File: config.mk
export PLATFORM = sky130hd
export DESIGN_NAME = result_sender
export DESIGN_NICKNAME = d
export VERILOG_FILES = /design/src/rtl/result_sender_pkg.sv /design/src/rtl/result_sender_tx_byte_hs.sv /design/src/rtl/result_sender.sv
export SDC_FILE = /design/constraint.sdc
export NUM_CORES = 1
export LEC_CHECK = 0
export CAP_MARGIN = 20
export CORE_MARGIN = 2
export CORE_UTILIZATION = 40
export CTS_CLUSTER_DIAMETER = 60
export CTS_CLUSTER_SIZE = 12
export DETAILED_ROUTE_END_ITERATION = 12
export MAX_ROUTING_LAYER = met4
export PLACE_DENSITY = 0.67
export SLEW_MARGIN = 20
export SYNTH_ARGS = -nofsm -noshare
export SYNTH_HDL_FRONTEND = slang
export SYNTH_HIERARCHICAL = 1
export SYNTH_SLANG_ARGS = --single-unit
File: constraint.sdc
create_clock -name clk -period 1.9 [get_ports clk]
set_input_delay 0.38 -clock clk [delete_from_list [all_inputs] [get_ports clk]]
set_output_delay 0.38 -clock clk [all_outputs]
set_load 0.02 [all_outputs]
File: src/rtl/result_sender_pkg.sv
// Shared definitions for the result sender: FSM state type, frame delimiters
// and the result element width used by the MAC array and result buffer.
package result_sender_pkg;

  localparam int RESULT_W = 16;

  localparam logic [7:0] HDR_BYTE_DEF = 8'hFE;
  localparam logic [7:0] TRL_BYTE_DEF = 8'hEF;

  typedef enum logic [3:0] {
    IDLE,
    HDR,
    FETCH,
    RDWAIT,
    SEND_HI,
    SEND_LO,
    CHK,
    TRL,
    DONE_S
  } sender_state_t;

endpackage

File: src/rtl/result_sender_tx_byte_hs.sv
// Single-byte UART handshake: pulse TX_START while the UART is idle, wait for
// busy to rise and fall, then report byte_done for one cycle.
module tx_byte_hs (
  input  logic       clk,
  input  logic       rst,
  input  logic       clear,
  input  logic       req,
  input  logic [7:0] byte_in,
  input  logic       tx_busy,
  output logic [7:0] tx_data,
  output logic       tx_start,
  output logic       byte_done
);

  typedef enum logic [1:0] {HS_IDLE, HS_WAIT_HI, HS_WAIT_LO} hs_state_t;

  hs_state_t hs_q, hs_d;
  logic      pulse_q;
  logic      fire;

  always_comb begin
    hs_d      = hs_q;
    fire      = 1'b0;
    byte_done = 1'b0;
    case (hs_q)
      HS_IDLE: begin
        if (req && !tx_busy) begin
          fire = 1'b1;
          hs_d = HS_WAIT_HI;
        end
      end
      HS_WAIT_HI: if (tx_busy) hs_d = HS_WAIT_LO;
      HS_WAIT_LO: begin
        if (!tx_busy) begin
          byte_done = 1'b1;
          hs_d      = HS_IDLE;
        end
      end
      default: hs_d = HS_IDLE;
    endcase
  end

  // Registered pulse stage: byte is latched with the pulse and held until the next byte
  always_ff @(posedge clk) begin
    if (rst || clear) begin
      hs_q    <= HS_IDLE;
      pulse_q <= 1'b0;
      tx_data <= 8'h00;
    end else begin
      hs_q    <= hs_d;
      pulse_q <= fire;
      if (fire) tx_data <= byte_in;
    end
  end

  // An abort must kill a pending pulse in the same cycle, not one cycle later
  assign tx_start = pulse_q & ~rst & ~clear;

endmodule

File: src/rtl/result_sender.sv
// Frames the result buffer for the UART: header, big-endian element bytes,
// trailer. Define RESULT_SENDER_CHECKSUM_EN to insert an XOR checksum byte.
module result_sender
  import result_sender_pkg::*;
#(
  parameter int         DATA_W   = RESULT_W,
  parameter int         SIZE_W   = 4,
  parameter logic [7:0] HDR_BYTE = HDR_BYTE_DEF,
  parameter logic [7:0] TRL_BYTE = TRL_BYTE_DEF
) (
  input  logic              clk,
  input  logic              rst,
  input  logic              START,
  input  logic              CLEAR,
  input  logic [SIZE_W-1:0] VEC_SIZE,
  output logic [SIZE_W-1:0] RD_ADDR,
  output logic              RD_EN,
  input  logic [DATA_W-1:0] RD_DATA,
  output logic [7:0]        TX_DATA,
  output logic              TX_START,
  input  logic              TX_BUSY,
  output logic              BUSY,
  output logic              DONE
);

`ifdef RESULT_SENDER_CHECKSUM_EN
  localparam sender_state_t TAIL_S = CHK;
  logic [7:0] chk_q;
`else
  localparam sender_state_t TAIL_S = TRL;
`endif

  localparam logic [SIZE_W-1:0] ONE = {{(SIZE_W-1){1'b0}}, 1'b1};

  sender_state_t     state_q, state_d;
  logic [SIZE_W-1:0] size_q, idx_q;
  logic [DATA_W-1:0] elem_p1;
  logic [7:0]        tx_byte;
  logic              req, byte_done, last_elem;

  assign last_elem = (idx_q == size_q - ONE);

  always_comb begin
    state_d = state_q;
    case (state_q)
      IDLE:    if (START) state_d = HDR;
      HDR:     if (byte_done) state_d = (size_q == '0) ? TAIL_S : FETCH;
      FETCH:   state_d = RDWAIT;
      RDWAIT:  state_d = SEND_HI;
      SEND_HI: if (byte_done) state_d = SEND_LO;
      SEND_LO: if (byte_done) state_d = last_elem ? TAIL_S : FETCH;
`ifdef RESULT_SENDER_CHECKSUM_EN
      CHK:     if (byte_done) state_d = TRL;
`endif
      TRL:     if (byte_done) state_d = DONE_S;
      DONE_S:  state_d = IDLE;
      default: state_d = IDLE;
    endcase
  end

  always_comb begin
    req     = 1'b1;
    tx_byte = HDR_BYTE;
    case (state_q)
      HDR:     tx_byte = HDR_BYTE;
      SEND_HI: tx_byte = elem_p1[DATA_W-1 -: 8];
      SEND_LO: tx_byte = elem_p1[7:0];
`ifdef RESULT_SENDER_CHECKSUM_EN
      CHK:     tx_byte = chk_q;
`endif
      TRL:     tx_byte = TRL_BYTE;
      default: req = 1'b0;
    endcase
  end

  always_ff @(posedge clk) begin
    if (rst || CLEAR) begin
      state_q <= IDLE;
      size_q  <= '0;
      idx_q   <= '0;
      elem_p1 <= '0;
`ifdef RESULT_SENDER_CHECKSUM_EN
      chk_q   <= 8'h00;
`endif
    end else begin
      state_q <= state_d;
      if (state_q == IDLE && START) begin
        size_q <= VEC_SIZE;
        idx_q  <= '0;
`ifdef RESULT_SENDER_CHECKSUM_EN
        chk_q  <= 8'h00;
`endif
      end
      // Read data stage: buffer output is valid the cycle after RD_EN
      if (state_q == RDWAIT) elem_p1 <= RD_DATA;
      if (state_q == SEND_LO && byte_done) idx_q <= idx_q + ONE;
`ifdef RESULT_SENDER_CHECKSUM_EN
      if (byte_done && state_q == SEND_HI) chk_q <= chk_q ^ elem_p1[DATA_W-1 -: 8];
      if (byte_done && state_q == SEND_LO) chk_q <= chk_q ^ elem_p1[7:0];
`endif
    end
  end

  tx_byte_hs u_hs (
    .clk      (clk),
    .rst      (rst),
    .clear    (CLEAR),
    .req      (req),
    .byte_in  (tx_byte),
    .tx_busy  (TX_BUSY),
    .tx_data  (TX_DATA),
    .tx_start (TX_START),
    .byte_done(byte_done)
  );

  assign RD_EN   = (state_q == FETCH);
  assign RD_ADDR = RD_EN ? idx_q : '0;
  assign BUSY    = (state_q != IDLE) && (state_q != DONE_S);
  assign DONE    = (state_q == DONE_S);

endmodule

==> impl_results.md <==
- Layout-stage area growth over the synthesis result: 29.65%
- Number of filler instances in the final layout: 489
- Worst hold margin: 0.4543 ns
- Number of global-route vias before repair: 1563
- Post-DRT Antenna Nets: 0
- Data arrival, critical path: 1.42 ns
- M1 GR Usage: 21.79%
- Net Sw Power: 366.6 µW
- Internal power: 1.219 mW
- Fraction of the cycle the final worst path needs: 94.62%
- Maximum achievable frequency: 556.2 MHz
- CP Launch Type: register
- Area of the mapped netlist: 0.002026 mm²
- Most frequent cells after synthesis: 43 x sky130_fd_sc_hd__nand2_1, 39 x sky130_fd_sc_hd__dfxtp_1, 22 x sky130_fd_sc_hd__a21oi_1
- Antenna violations before repair: 0
- Total GRT Usage: 16.82%
- Power density cells: 603.9 mW/mm²
- Capturing point of the worst reg2reg path: u_hs/tx_data[5]
- Core Area: 0.004817 mm²
- Post-Syn Nets: 270
- Global placer's final weighted congestion: 0.8884
- N_diodes: 0
- Pin count of the biggest net entering global routing: 21
- Initial core utilization: 42.05%
- Sequential standard cell area: 782.0 µm²
- # hold bufs at CTS: 0
- Area of the die: 0.005650 mm²
- Clock Sink Count: 39
- Share of cells above drive strength 1: 14.04%
- Classification of the worst-slack hold path: reg -> reg
- Endpoint kind of the worst setup timing path: output pin
- Clock skew: 0.009128 ns
- WHS Path Cells: 2
- Max rail drop VDD: 468.5 µV
- Die height: 75.17 µm
- Site row count: 25
- Slew @ Worst Pin: 0.3308 ns
- Detailed-route via count: 1770
- Number of max-capacitance violations reported: 0
- Number of buffers between clock root and the deepest sink: 2
- Vias per cell: 4.930
- Syn_area_per_cell: 8.336 µm²
- Die W: 75.17 µm
- IO buf count: 40
- TritonCTS clock tree: yes
- Number of synthesized flops with an enable pin: 0
- Endpoint, Worst Hold: elem_p1[13]
- Setup slack, reg-to-reg: 0.19 ns
- Data required time of the worst path: 1.52 ns
- Clock transition at the registers of the reported paths: 0.07 ns
- Combinational group share of total power: 10.9%
- Highest net fanout along the worst path: 9
- Wire length after detailed routing: 4347 µm
- Dominant cell by count in the synthesized netlist: sky130_fd_sc_hd__nand2_1
- Sequential power share: 52.4%
- Met2 Usage GRT: 25.63%
- Type of the worst setup path: reg -> out
- Pre-CTS worst setup slack: -0.1416 ns
- Delay of the slowest cell on the worst path: 0.40 ns
- Most congested layer reported by global routing: met2
- Switch share: 23.12%
- Iteration count of the initial detailed-routing pass: 4
- Cells on worst reg2reg path: 8
- Slew Viols, Final: 0
- Share of the synthesized area in the top cell type: 38.54%
- Lkg Pwr: 0.9759 nW
- Clock tree root driver cell: sky130_fd_sc_hd__clkbuf_8
- Total of warnings raised by yosys: 6
- FFs w/ async S/R, synth: 0%
- Status: finished clean
- Worst reg2reg startpoint: state_q[2]
- DR DRC count: 0
- FF+latch count, synth: 39
- H-tree levels: 2
- Number of distinct standard cells referenced by the synthesized netlist: 41
- Remaining global-route overflow: 0
- Final layout net count: 318
- Global-route wire length before repair: 7058 µm
- Cell-by-cell trace of the critical path: nor2b_2 -> and3_1 -> dlygate4sd2_1
- Worst path setup slack after routing: 0.1022 ns
- Count of boundary I/O pins: 41
- Total negative setup slack: 0 ns
- Proportion of synthesized chip area in sequential cells: 38.54%
- RSZ-0062 raised after global routing: false
- Final setup fails: 0
- Startpoint of the most critical hold path: elem_p1[13]
- Clock insertion delay at the later pin of the skew report: 0.29 ns
- Clock share of power: 36.7%
- Most used flip-flop cell after synthesis: sky130_fd_sc_hd__dfxtp_1
- HPWL after detailed placement: 3166 µm
- Post-synthesis cell type with the largest combined area: sky130_fd_sc_hd__dfxtp_1
- Violation count after the first detailed-routing iteration: 104
- Number of hold-slack violations in the final timing report: 0
- CP max-delay cell: sky130_fd_sc_hd__dfxtp_2
- Leading post-synthesis cells by cell area: sky130_fd_sc_hd__dfxtp_1 39%, sky130_fd_sc_hd__nand2_1 8.0%, sky130_fd_sc_hd__nor3b_1 6.7%
- Normalized max-slew margin: 77.86%
- Minimum period implied by the final worst setup slack: 1.798 ns
- Number of buffers created by CTS: 5
- Gate count of the mapped netlist: 243
- Average wire per cell in the routed design: 12.11 µm
- Met3 demand-to-capacity share in global routing: 4.150%
- Area taken by multi-input logic gates: 0.001136 mm²
cells in the final DEF, fill, tap and decap left out, drive strengths merged:
cell type / synthesis / routed
nor3: 8 / 8
mux2i: 11 / 11
nand3b: 2 / 2
nand2: 44 / 44
and2: 2 / 2
a32oi: 1 / 1
dlygate4sd2: 0 / 7
inv: 4 / 4
nor2b: 3 / 3
nand4: 1 / 1
a31oi: 2 / 2
clkdlybuf4s50: 0 / 32
dfxtp: 39 / 39
and3b: 1 / 1
xor2: 4 / 4
nand2b: 4 / 4
ha: 2 / 2
nor2: 20 / 20
buf: 11 / 17
nor3b: 18 / 18
and3: 6 / 6
clkinv: 0 / 1
nand3: 7 / 7
mux2: 8 / 8
or3: 1 / 1
nor4: 1 / 1
o31ai: 1 / 1
a22oi: 1 / 1
a311oi: 1 / 1
clkbuf: 5 / 8
nor4b: 2 / 2
xnor2: 4 / 4
a21oi: 22 / 22
o21ai: 6 / 6
or2: 1 / 1
layout make-up:
class	instances	share of cell area, %
timing repair buffer	57	19.58
sequential	39	29.78
inverter	4	0.5717
clock buffer	7	3.287
tap	67	3.192
clock inverter	1	0.3335
multi-input combinational	184	43.26
cells by family (layout without fill, tap and decap cells):
group                      count (synthesis)  after routing  share of synthesized area [%]
and+or+nand+nor                          121            121                          32.24
DFF                                       39             39                          38.54
AOI/OAI and AO/OA                         34             34                          9.142
buffers and inverters                     20             69                          5.497
muxes                                     19             19                          9.883
xor gates and xnor gates                   8              8                          3.459
adders and majority gates                  2              2                          1.235
metrics by stage:
| stage | total power, mW | area, µm² | std cells | utilization (%) |
|---|---|---|---|---|
| finish | 1.586 | 2626 | 359 | 54.52 |
| global placement | 1.024 | 2541 | 351 | 52.75 |
| detailed placement | 1.025 | 2541 | 351 | 52.75 |
| global route | 1.663 | 2626 | 359 | 54.52 |
| floorplan | 0.9387 | 2026 | 243 | - |
| CTS | 1.612 | 2630 | 359 | 54.60 |
state kept, by name (all words and copies together), names as in the netlist:
register / count
elem_p1: 16
u_hs/tx_data: 8
u_hs/pulse_q: 1
state_q: 4
idx_q: 4
size_q: 4
u_hs/hs_q: 2
critical path: cells and delay by family, from the launching register on:
family / cells / cell delay (ns)
and+or+nand+nor: 2 / 0.40
DFF: 1 / 0.40
buffers and inverters: 1 / 0.33
power by group through the flow:
stage               Combinational, mW  Clock, mW  Sequential (mW)
finish                          0.173      0.581            0.831
global route                    0.190      0.640            0.832
CTS                             0.175      0.606            0.831
detailed placement              0.175          0            0.851
global placement                0.173          0            0.850
floorplan                      0.0862          0            0.853
worst max path at each step:
stage                    start         endpoint  slack, ns  cells after the start
floorplan           state_q[0]  u_hs/tx_data[0]       0.02                      6
detailed placement       CLEAR         TX_START      -0.14                      4
finish              state_q[1]       RD_ADDR[2]       0.10                      3
global route        state_q[1]       RD_ADDR[2]     0.0009                      3
CTS                 state_q[0]             DONE       0.02                      3
global placement         CLEAR         TX_START      -0.14                      4
layer usage:
layer  wire (µm)  up-vias
met1        2120      809
met3         170        4
li1            -      923
met5           0        -
met4          68        0
met2        1987       34
what timing repair did:
item | in CTS | in global routing
gates resized for setup | 10 | 2
setup buffers | 0 | 0
setup endpoints to repair | 8 | 1
pin swaps | 0 | 0
gates cloned | 0 | 0
No activity file was read; power rests on OpenSTA's default activity.
